===== src/rtl/spi_pkg.sv =====
// Shared definitions for the SPI receive path: word width, FSM state
// encoding and the idle levels the input synchronisers reset to.
package spi_pkg;

    localparam int SPI_WORD_W = 16;

    typedef enum logic [1:0] {
        ARM   = 2'd0,
        IDLE  = 2'd1,
        SHIFT = 2'd2
    } spi_rx_state_t;

    // Idle bus levels: CS deasserted, clock low, data low.
    localparam logic CS_RST   = 1'b1;
    localparam logic SCLK_RST = 1'b0;
    localparam logic DATA_RST = 1'b0;

endpackage


===== src/rtl/spi_rx_fifo.sv =====
// Small synchronous FIFO for received words. Pointers carry one extra wrap
// bit so full and empty are distinguished without a separate counter.
// A push into a full FIFO succeeds when a pop happens on the same cycle.
module spi_rx_fifo #(
    parameter int WIDTH = 16,
    parameter int DEPTH = 4
) (
    input  logic             clk,
    input  logic             reset,
    input  logic             push_i,
    input  logic [WIDTH-1:0] data_i,
    input  logic             pop_i,
    output logic [WIDTH-1:0] data_o,
    output logic             full_o,
    output logic             empty_o
);

    localparam int AW = $clog2(DEPTH);

    if (DEPTH < 2 || (DEPTH & (DEPTH - 1)) != 0) begin : g_bad_depth
        $error("spi_rx_fifo: DEPTH must be a power of 2 and at least 2");
    end

    logic [WIDTH-1:0] mem_q [DEPTH];
    logic [AW:0]      wr_q;
    logic [AW:0]      rd_q;
    logic             do_push;
    logic             do_pop;

    assign empty_o = (wr_q == rd_q);
    assign full_o  = (wr_q[AW] != rd_q[AW]) && (wr_q[AW-1:0] == rd_q[AW-1:0]);
    assign do_pop  = pop_i & ~empty_o;
    assign do_push = push_i & (~full_o | do_pop);
    assign data_o  = mem_q[rd_q[AW-1:0]];

    // Storage and pointer update; a same-cycle push into a full FIFO reuses
    // the slot being popped, which is read combinationally before it moves.
    always_ff @(posedge clk or posedge reset) begin
        if (reset) begin
            wr_q <= '0;
            rd_q <= '0;
            for (int i = 0; i < DEPTH; i++) begin
                mem_q[i] <= '0;
            end
        end else begin
            if (do_push) begin
                mem_q[wr_q[AW-1:0]] <= data_i;
                wr_q                <= wr_q + 1'b1;
            end
            if (do_pop) begin
                rd_q <= rd_q + 1'b1;
            end
        end
    end

endmodule


===== src/rtl/spi_slave_rx.sv =====
// SPI receive stage: synchronises CS/SCLK/DATA into clk, deserialises
// MSB-first words and offers them on a valid/ready port.
// Build option: define SPI_RX_FIFO_EN to replace the single holding
// register with a FIFO_DEPTH-entry FIFO (spi_rx_fifo).
//
// state | meaning
// ARM   | after reset; wait for the bus to be seen idle (CS high)
// IDLE  | CS high, waiting for a frame to start
// SHIFT | CS low, shifting one bit per SCLK rise
module spi_slave_rx
    import spi_pkg::*;
#(
    parameter int DATA_WIDTH  = SPI_WORD_W,
    parameter int SYNC_STAGES = 2,
    parameter int FIFO_DEPTH  = 4
) (
    input  logic                          clk,
    input  logic                          reset,
    input  logic                          spi_CS,
    input  logic                          spi_sclk,
    input  logic                          spiData,
    output logic [DATA_WIDTH-1:0]         rx_data,
    output logic                          rx_valid,
    input  logic                          rx_ready,
    output logic                          frame_err,
    output logic                          overrun,
    input  logic                          clr_overrun,
    output logic [$clog2(DATA_WIDTH):0]   bit_count
);

    localparam int CW    = $clog2(DATA_WIDTH) + 1;
    localparam int ARM_W = $clog2(SYNC_STAGES + 1);
    localparam logic [2:0] SYNC_RST = {DATA_RST, SCLK_RST, CS_RST};

    if (SYNC_STAGES < 1) begin : g_bad_sync
        $error("spi_slave_rx: SYNC_STAGES must be at least 1");
    end
    if (FIFO_DEPTH < 1 || (FIFO_DEPTH & (FIFO_DEPTH - 1)) != 0) begin : g_bad_fifo
        $error("spi_slave_rx: FIFO_DEPTH must be a power of 2");
    end

    // {data, sclk, cs} travel together so all three see the same delay.
    logic [2:0]            sync_q [SYNC_STAGES];
    logic                  cs_s;
    logic                  sclk_s;
    logic                  data_s;
    logic                  sclk_prev_q;
    logic                  sclk_rise;
    logic [ARM_W-1:0]      arm_cnt_q;
    spi_rx_state_t         state_q;
    spi_rx_state_t         state_d;
    logic                  shift_en;
    logic                  word_done;
    logic                  abort;
    logic [DATA_WIDTH-1:0] shift_q;
    logic [CW-1:0]         bit_cnt_q;
    logic                  push_q;
    logic                  frame_err_q;
    logic                  overrun_q;
    logic                  drop;

    assign cs_s      = sync_q[SYNC_STAGES-1][0];
    assign sclk_s    = sync_q[SYNC_STAGES-1][1];
    assign data_s    = sync_q[SYNC_STAGES-1][2];
    assign sclk_rise = sclk_s & ~sclk_prev_q;

    // Input synchroniser chains, reset to the idle bus levels.
    always_ff @(posedge clk or posedge reset) begin
        if (reset) begin
            for (int i = 0; i < SYNC_STAGES; i++) begin
                sync_q[i] <= SYNC_RST;
            end
            sclk_prev_q <= SCLK_RST;
        end else begin
            sync_q[0] <= {spiData, spi_sclk, spi_CS};
            for (int i = 1; i < SYNC_STAGES; i++) begin
                sync_q[i] <= sync_q[i-1];
            end
            sclk_prev_q <= sclk_s;
        end
    end

    // Down-counter that expires once the synchronisers hold real pin values;
    // until then CS=1 is only the reset fill and must not release ARM.
    always_ff @(posedge clk or posedge reset) begin
        if (reset) begin
            arm_cnt_q <= ARM_W'(SYNC_STAGES);
        end else if (arm_cnt_q != '0) begin
            arm_cnt_q <= arm_cnt_q - 1'b1;
        end
    end

    // FSM state register.
    always_ff @(posedge clk or posedge reset) begin
        if (reset) begin
            state_q <= ARM;
        end else begin
            state_q <= state_d;
        end
    end

    // FSM next-state logic.
    always_comb begin
        state_d = state_q;
        case (state_q)
            ARM:     if (arm_cnt_q == '0 && cs_s) state_d = IDLE;
            IDLE:    if (!cs_s)                   state_d = SHIFT;
            SHIFT:   if (cs_s)                    state_d = IDLE;
            default:                              state_d = ARM;
        endcase
    end

    // FSM outputs; a CS rise masks an SCLK rise seen on the same cycle.
    always_comb begin
        shift_en  = 1'b0;
        word_done = 1'b0;
        abort     = 1'b0;
        if (state_q == SHIFT) begin
            if (cs_s) begin
                abort = (bit_cnt_q != '0);
            end else if (sclk_rise) begin
                shift_en  = 1'b1;
                word_done = (bit_cnt_q == CW'(DATA_WIDTH - 1));
            end
        end
    end

    // Shift register, bit counter, and the registered push/error strobes.
    always_ff @(posedge clk or posedge reset) begin
        if (reset) begin
            shift_q     <= '0;
            bit_cnt_q   <= '0;
            push_q      <= 1'b0;
            frame_err_q <= 1'b0;
        end else begin
            push_q      <= word_done;
            frame_err_q <= abort;
            if (shift_en) begin
                shift_q <= {shift_q[DATA_WIDTH-2:0], data_s};
            end
            if (state_q != SHIFT || cs_s || word_done) begin
                bit_cnt_q <= '0;
            end else if (shift_en) begin
                bit_cnt_q <= bit_cnt_q + 1'b1;
            end
        end
    end

`ifdef SPI_RX_FIFO_EN
    logic fifo_full;
    logic fifo_empty;

    spi_rx_fifo #(
        .WIDTH (DATA_WIDTH),
        .DEPTH (FIFO_DEPTH)
    ) u_fifo (
        .clk     (clk),
        .reset   (reset),
        .push_i  (push_q),
        .data_i  (shift_q),
        .pop_i   (rx_ready),
        .data_o  (rx_data),
        .full_o  (fifo_full),
        .empty_o (fifo_empty)
    );

    assign rx_valid = ~fifo_empty;
    assign drop     = push_q & fifo_full & ~rx_ready;
`else
    logic [DATA_WIDTH-1:0] hold_q;
    logic                  hold_valid_q;

    assign drop = push_q & hold_valid_q & ~rx_ready;

    // Single-entry holding register; a push is taken when empty or popping.
    always_ff @(posedge clk or posedge reset) begin
        if (reset) begin
            hold_q       <= '0;
            hold_valid_q <= 1'b0;
        end else if (push_q && (!hold_valid_q || rx_ready)) begin
            hold_q       <= shift_q;
            hold_valid_q <= 1'b1;
        end else if (hold_valid_q && rx_ready) begin
            hold_valid_q <= 1'b0;
        end
    end

    assign rx_data  = hold_q;
    assign rx_valid = hold_valid_q;
`endif

    // Sticky overrun; a drop on the same cycle as a clear keeps it set.
    always_ff @(posedge clk or posedge reset) begin
        if (reset) begin
            overrun_q <= 1'b0;
        end else if (drop) begin
            overrun_q <= 1'b1;
        end else if (clr_overrun) begin
            overrun_q <= 1'b0;
        end
    end

    assign frame_err = frame_err_q;
    assign overrun   = overrun_q;
    assign bit_count = bit_cnt_q;

endmodule


===== config.mk =====
export PLATFORM = sky130hd
export DESIGN_NAME = spi_slave_rx
export DESIGN_NICKNAME = d
export VERILOG_FILES = /design/src/rtl/spi_pkg.sv /design/src/rtl/spi_rx_fifo.sv /design/src/rtl/spi_slave_rx.sv
export SDC_FILE = /design/constraint.sdc
export NUM_CORES = 1
export LEC_CHECK = 0
export CAP_MARGIN = 40
export CORE_ASPECT_RATIO = 0.9
export CORE_MARGIN = 2
export CORE_UTILIZATION = 27
export CTS_CLUSTER_SIZE = 20
export DETAILED_ROUTE_END_ITERATION = 8
export MAX_ROUTING_LAYER = met4
export SYNTH_ARGS = -nofsm -noshare
export SYNTH_HDL_FRONTEND = slang
export SYNTH_SLANG_ARGS = --single-unit

===== constraint.sdc =====
create_clock -name clk -period 1.97 [get_ports clk]
set_clock_uncertainty 0.1 [all_clocks]
set_input_delay 0.197 -clock clk [delete_from_list [all_inputs] [get_ports clk]]
set_output_delay 0.197 -clock clk [all_outputs]
set_load 0.02 [all_outputs]

# Word level (Yosys, flattened, before mapping)

Index checks and enable logic that the tools add are counted.

Register bits after elaboration: 52
Input bits: 7
Logic and storage cells: 59

Add/sub/neg operators: 2
Eq/ne operators: 7
Mux-type cells: 18
Bitwise gates (word level): 5
Reduce and logical (&&, ||, !) cells: 15

Operators with widths:

| kind                                                                  | number |
|---|---|
| 1-bit two-way mux                                                     | 12 |
| 5-bit two-way mux                                                     | 2 |
| 2-bit != test, second input constant                                  | 4 |
| 2-bit nonzero test                                                    | 4 |
| 2-bit two-way mux                                                     | 3 |
| 2-bit case mux with 3 select lines                                    | 1 |
| 5-bit by 1-bit adder with 5-bit output, second input constant         | 1 |
| 5-bit by 4-bit equality test with 1-bit output, second input constant | 1 |
| 5-bit nonzero test                                                    | 1 |
| 2-bit zero test                                                       | 2 |
| 1-bit bitwise AND                                                     | 3 |
| 1-bit logical AND                                                     | 3 |
| 1-bit logical OR                                                      | 3 |
| 3-bit AND reduction                                                   | 1 |
| 2-bit by 1-bit equality test with 1-bit output, second input constant | 1 |
| 2-bit equality test, second input constant                            | 1 |
| 1-bit inverter                                                        | 2 |
| 2-bit by 1-bit subtractor with 2-bit output, second input constant    | 1 |
| 1-bit zero test                                                       | 1 |

# Logic depth before layout (Yosys ltp)

Depth after elaboration: 7
Mapped depth: 6
Gate-level depth less buffers: 6

# Worst setup path before layout

No wires, ideal clock.

Path kind: register to register
Start point: register bit_cnt_q[0] (netlist: bit_count[0])
End point: register bit_cnt_q[2] (netlist: bit_count[2])
Setup time: 0.077 ns
Arrival: 1.871 ns
Required time: 1.793 ns
Path slack: -0.078 ns
Cell stages (with the launch flop): 6
Clock period less this slack: 2.048 ns
Cells stage by stage: dfrtp_1 > ha_1 > and3_1 > ha_1 > or4b_2 > a21oi_1

Word-level cells in the longest chain between the ends: 6
Elaborated cells on any way between the ends: 9
Classes of those cells: add/sub: 1; eq/ne: 1; mux: 5; reduce/logical: 2

Ends and longest elaborated chain:

| element                                                 | RTL line            | source |
|---|---|---|
| start, declared                                         | spi_slave_rx.sv:56  | `logic [CW-1:0] bit_cnt_q;` |
| start signal, assigned                                  | spi_slave_rx.sv:144 | `bit_cnt_q <= bit_cnt_q + 1'b1;` |
| 5-bit by 4-bit equality test with 1-bit output          | spi_slave_rx.sv:123 | `word_done = (bit_cnt_q == CW'(DATA_WIDTH - 1));` |
| 1-bit two-way mux                                       | spi_slave_rx.sv:121 | `end else if (sclk_rise) begin` |
| 1-bit two-way mux                                       | spi_slave_rx.sv:119 | `if (cs_s) begin` |
| 1-bit two-way mux                                       | spi_slave_rx.sv:118 | `if (state_q == SHIFT) begin` |
| 1-bit logical OR                                        | spi_slave_rx.sv:141 | `if (state_q != SHIFT \|\| cs_s \|\| word_done) begin` |
| 5-bit two-way mux or 2-bit nonzero test (tied branches) | --                  |  |

Parallel ways exist; a longest one is shown, timed or not. The select of a mux whose other input is x is not followed.
A chain may end at the register's enable or synchronous reset.

# Worst setup path after layout

Ends and elaborated chain as after synthesis.

==> out/qor.csv <==
stage,metric,value,unit
power_and_ir_drop,sequential power share,0.614,
job,Max Cap Viol,0,
clock_network,# resized after CTS,0,
die,die area,8290,um^2
detailed_routing,DRT iter0 DRCs,41,
setup_path,Reg-to-Reg End,bit_count[2]$_DFFE_PP0P_,
clock_network,TritonCTS Buffers,5,
cells_and_area,multi-input logic area,682,um^2
grt,antenna violations before repair,0,
clock_network,Post-CTS Hold Fix Bufs,0,
yosys,"FF+latch count, synth",52,
yosys,Netlist cell types,30,
timing,Period minus WS final,1.90,ns
place,global placement routability congestion,0.693,
yosys,Syn Inst Count,139,
cells_and_area,sequential cell area,1310,um^2
clock_network,Max Buffers Root-to-Sink,2,
timing,Setup TNS,0,ns
grt,largest net degree at the start of global routing,53,
grt,vias in the first global route,1151,
cells_and_area,Area Overhead vs Synth,28.4,%
place,PortBufs,30,
clock_network,CTS tree,done,
timing,Final Setup Violations,0,
power_and_ir_drop,PD cells,688,nW/um^2
cells_and_area,# diodes,0,
worst_hold_path,worst hold path class,in -> async,
place,placed cells,267,
die,Die Span X,95.8,um
die,num rows,30,
yosys,asr flop ratio synth,1.00,
detailed_routing,Detail Route Antenna Nets,0,
yosys,Mapped Nets,150,
die,Die Ht,86.6,um
setup_path,Crit Reg-Reg Startpoint,bit_count[0]$_DFFE_PP0P_,
setup_path,flop-to-flop setup slack,0.07,ns
clock_network,"Clk pin slew, worst setup/hold paths",0.09,ns
power_and_ir_drop,Net Switching,0.000390,W
cells_and_area,fin area,2630,um^2
setup_path,worst-path maximum fanout,7,
grt,GRT Util Overall,0.0912,
timing,Final period util,0.966,
yosys,mapped cell area,2050,um^2
setup_path,Setup crit start kind,flip-flop,
timing,final hold viol count,0,
die,Initial Utilization,0.275,
setup_path,Crit Path Category,reg -> reg,
clock_network,Sink Count,52,
yosys,Synth Warn #,0,
timing,Worst Tran Pin Value,0.275,ns
setup_path,CP Capture Type,flip-flop,
timing,f_max,0.525,GHz
detailed_routing,Vias,1140,
timing,RSZ-0062 raised after global routing,false,
clock_network,# H-tree levels,2,
yosys,predominant post-synthesis flop cell,dfrtp_1,
power_and_ir_drop,Leakage,1.22,nW
yosys,number of synthesized flops with an enable pin,0,
power_and_ir_drop,Int Power,0.00142,W
clock_network,Clock Latency Late Sink,0.30,ns
clock_network,Setup Buffers After CTS,0,
timing,relative slew slack,0.817,
outcome,status,finished clean,
power_and_ir_drop,Logic pwr share,0.046,
yosys,"Seq/Total Area, Yosys",0.638,
setup_path,Critical Path RT,2.11,ns
detailed_routing,average routed wire per standard cell,11.9,um
detailed_routing,Residual DRC,0,
grt,GR Overflow Total,0,
power_and_ir_drop,clock power share,0.340,
detailed_routing,total iterations of the first detailed-routing run,4,
timing,final hold slack,0.146,ns
setup_path,"Arr. time, crit path",2.04,ns
clock_network,CTS Root Cell,clkbuf_8,
yosys,Mean Syn Cell Area,14.7,um^2
cells_and_area,Fill cells,730,
power_and_ir_drop,switching fraction of total power,0.216,
grt,first-pass GRT wire length,5660,um
power_and_ir_drop,Max IR drop VDD,0.402,mV
detailed_routing,DR vias/cell,4.15,
setup_path,R2R depth,5,
die,Core ar.,7430,um^2
cells_and_area,Nets,189,
place,Placed Area,2520,um^2
detailed_routing,total wire length,3280,um
place,post-DP HPWL,2110,um
cells_and_area,final cell count without fillers,275,
timing,fin. max-slew vios,0,
cells_and_area,share of layout cells above drive strength 1,0.324,
die,Ports,31,
-- cell type report --
cell class | count | share of cell area
clock buffers | 6 | 0.0314
clock inverters | 2 | 0.00381
inverters | 9 | 0.0129
multi-input cells | 73 | 0.260
flip-flops and latches | 52 | 0.498
well taps | 96 | 0.0457
repair buffers | 37 | 0.149
-- through the flow --
stage | worst slack [ns] | utilization | power (W)
6_report | 0.0662 | 0.353 | 0.00181
2_1_floorplan | 0.0262 | - | 0.00118
3_5_place_dp | 0.0815 | 0.339 | 0.00121
4_1_cts | 0.0531 | 0.352 | 0.00184
5_1_grt | 0.0223 | 0.353 | 0.00191
3_3_place_gp | 0.111 | 0.339 | 0.00121
-- how the worst max path moves through the flow --
stage / startpoint / slack [ns] / cells past startpoint / endpoint
floorplan: bit_count[0]$_DFFE_PP0P_ / 0.03 / 5 / bit_count[2]$_DFFE_PP0P_
global placement: bit_count[0]$_DFFE_PP0P_ / 0.11 / 5 / bit_count[2]$_DFFE_PP0P_
detailed placement: bit_count[0]$_DFFE_PP0P_ / 0.08 / 5 / bit_count[2]$_DFFE_PP0P_
CTS: bit_count[0]$_DFFE_PP0P_ / 0.05 / 5 / bit_count[2]$_DFFE_PP0P_
global route: bit_count[0]$_DFFE_PP0P_ / 0.02 / 5 / bit_count[2]$_DFFE_PP0P_
finish: bit_count[0]$_DFFE_PP0P_ / 0.07 / 5 / bit_count[2]$_DFFE_PP0P_
-- logic make-up after synthesis --
| kind of cell | after synthesis | synth area share |
|---|---|---|
| compound gates | 9 | 0.0232 |
| xor+xnor | 2 | 0.00856 |
| fa+ha+maj | 4 | 0.0245 |
| buf+inv | 14 | 0.0379 |
| flops | 52 | 0.638 |
| mux | 33 | 0.198 |
| simple gates | 25 | 0.0703 |
-- cell usage after synthesis, types with 2 or more instances --
library cell | n | area (um^2)
dfrtp_1 | 49 | 1230
xnor2_1 | 2 | 17.5
clkbuf_1 | 2 | 7.51
or3_1 | 2 | 12.5
mux2_4 | 9 | 135
mux2_2 | 23 | 259
dfstp_2 | 3 | 78.8
a21oi_1 | 5 | 25.0
ha_1 | 4 | 50.1
o21ai_0 | 2 | 10.0
nor2_1 | 4 | 15.0
nand2_1 | 7 | 26.3
inv_1 | 9 | 33.8
nand2b_1 | 2 | 12.5
-- worst max-delay path, cell delays in order, from the launching register on --
cell and delay (ns):
dfrtp_2 0.42, ha_2 0.19, and3_1 0.20, ha_4 0.18, or4b_2 0.62, a21oi_2 0.13
-- registers in the layout (all words and copies together), names as in the netlist --
name,flops
rx_valid,1
rx_data,16
cs_s,1
shift_q,16
sclk_s,1
state_q,2
sync_q,3
sclk_prev_q,1
arm_cnt_q,2
data_s,1
push_q,1
overrun,1
frame_err,1
bit_count,5
-- placed cells by master (no fill, tap or decap), drive strengths merged, types with 2 or more instances in the layout --
cell	instances
ha	4
nand2b	2
clkdlybuf4s50	30
dfstp	3
nand2	7
or3	2
o21ai	2
xnor2	2
mux2	32
inv	9
clkbuf	6
dfrtp	49
nor2	4
buf	7
clkinv	2
a21oi	5
-- power by group through the flow --
stage | sequential (W) | clock (W) | combinational (W)
2_1_floorplan | 0.00113 | 0 | 0.0000536
3_3_place_gp | 0.00113 | 0 | 0.0000839
3_5_place_dp | 0.00113 | 0 | 0.0000846
4_1_cts | 0.00111 | 0.000649 | 0.0000857
5_1_grt | 0.00111 | 0.000702 | 0.0000933
6_report | 0.00111 | 0.000615 | 0.0000826
-- layer usage --
metal,global-route usage,vias to the layer above,part of all wire
met5,-,-,0
met4,0.0312,0,0.0076
met3,0.0304,3,0.058
met2,0.118,29,0.42
met1,0.133,559,0.51
li1,-,549,-
Power figures use the tool's default switching activity.
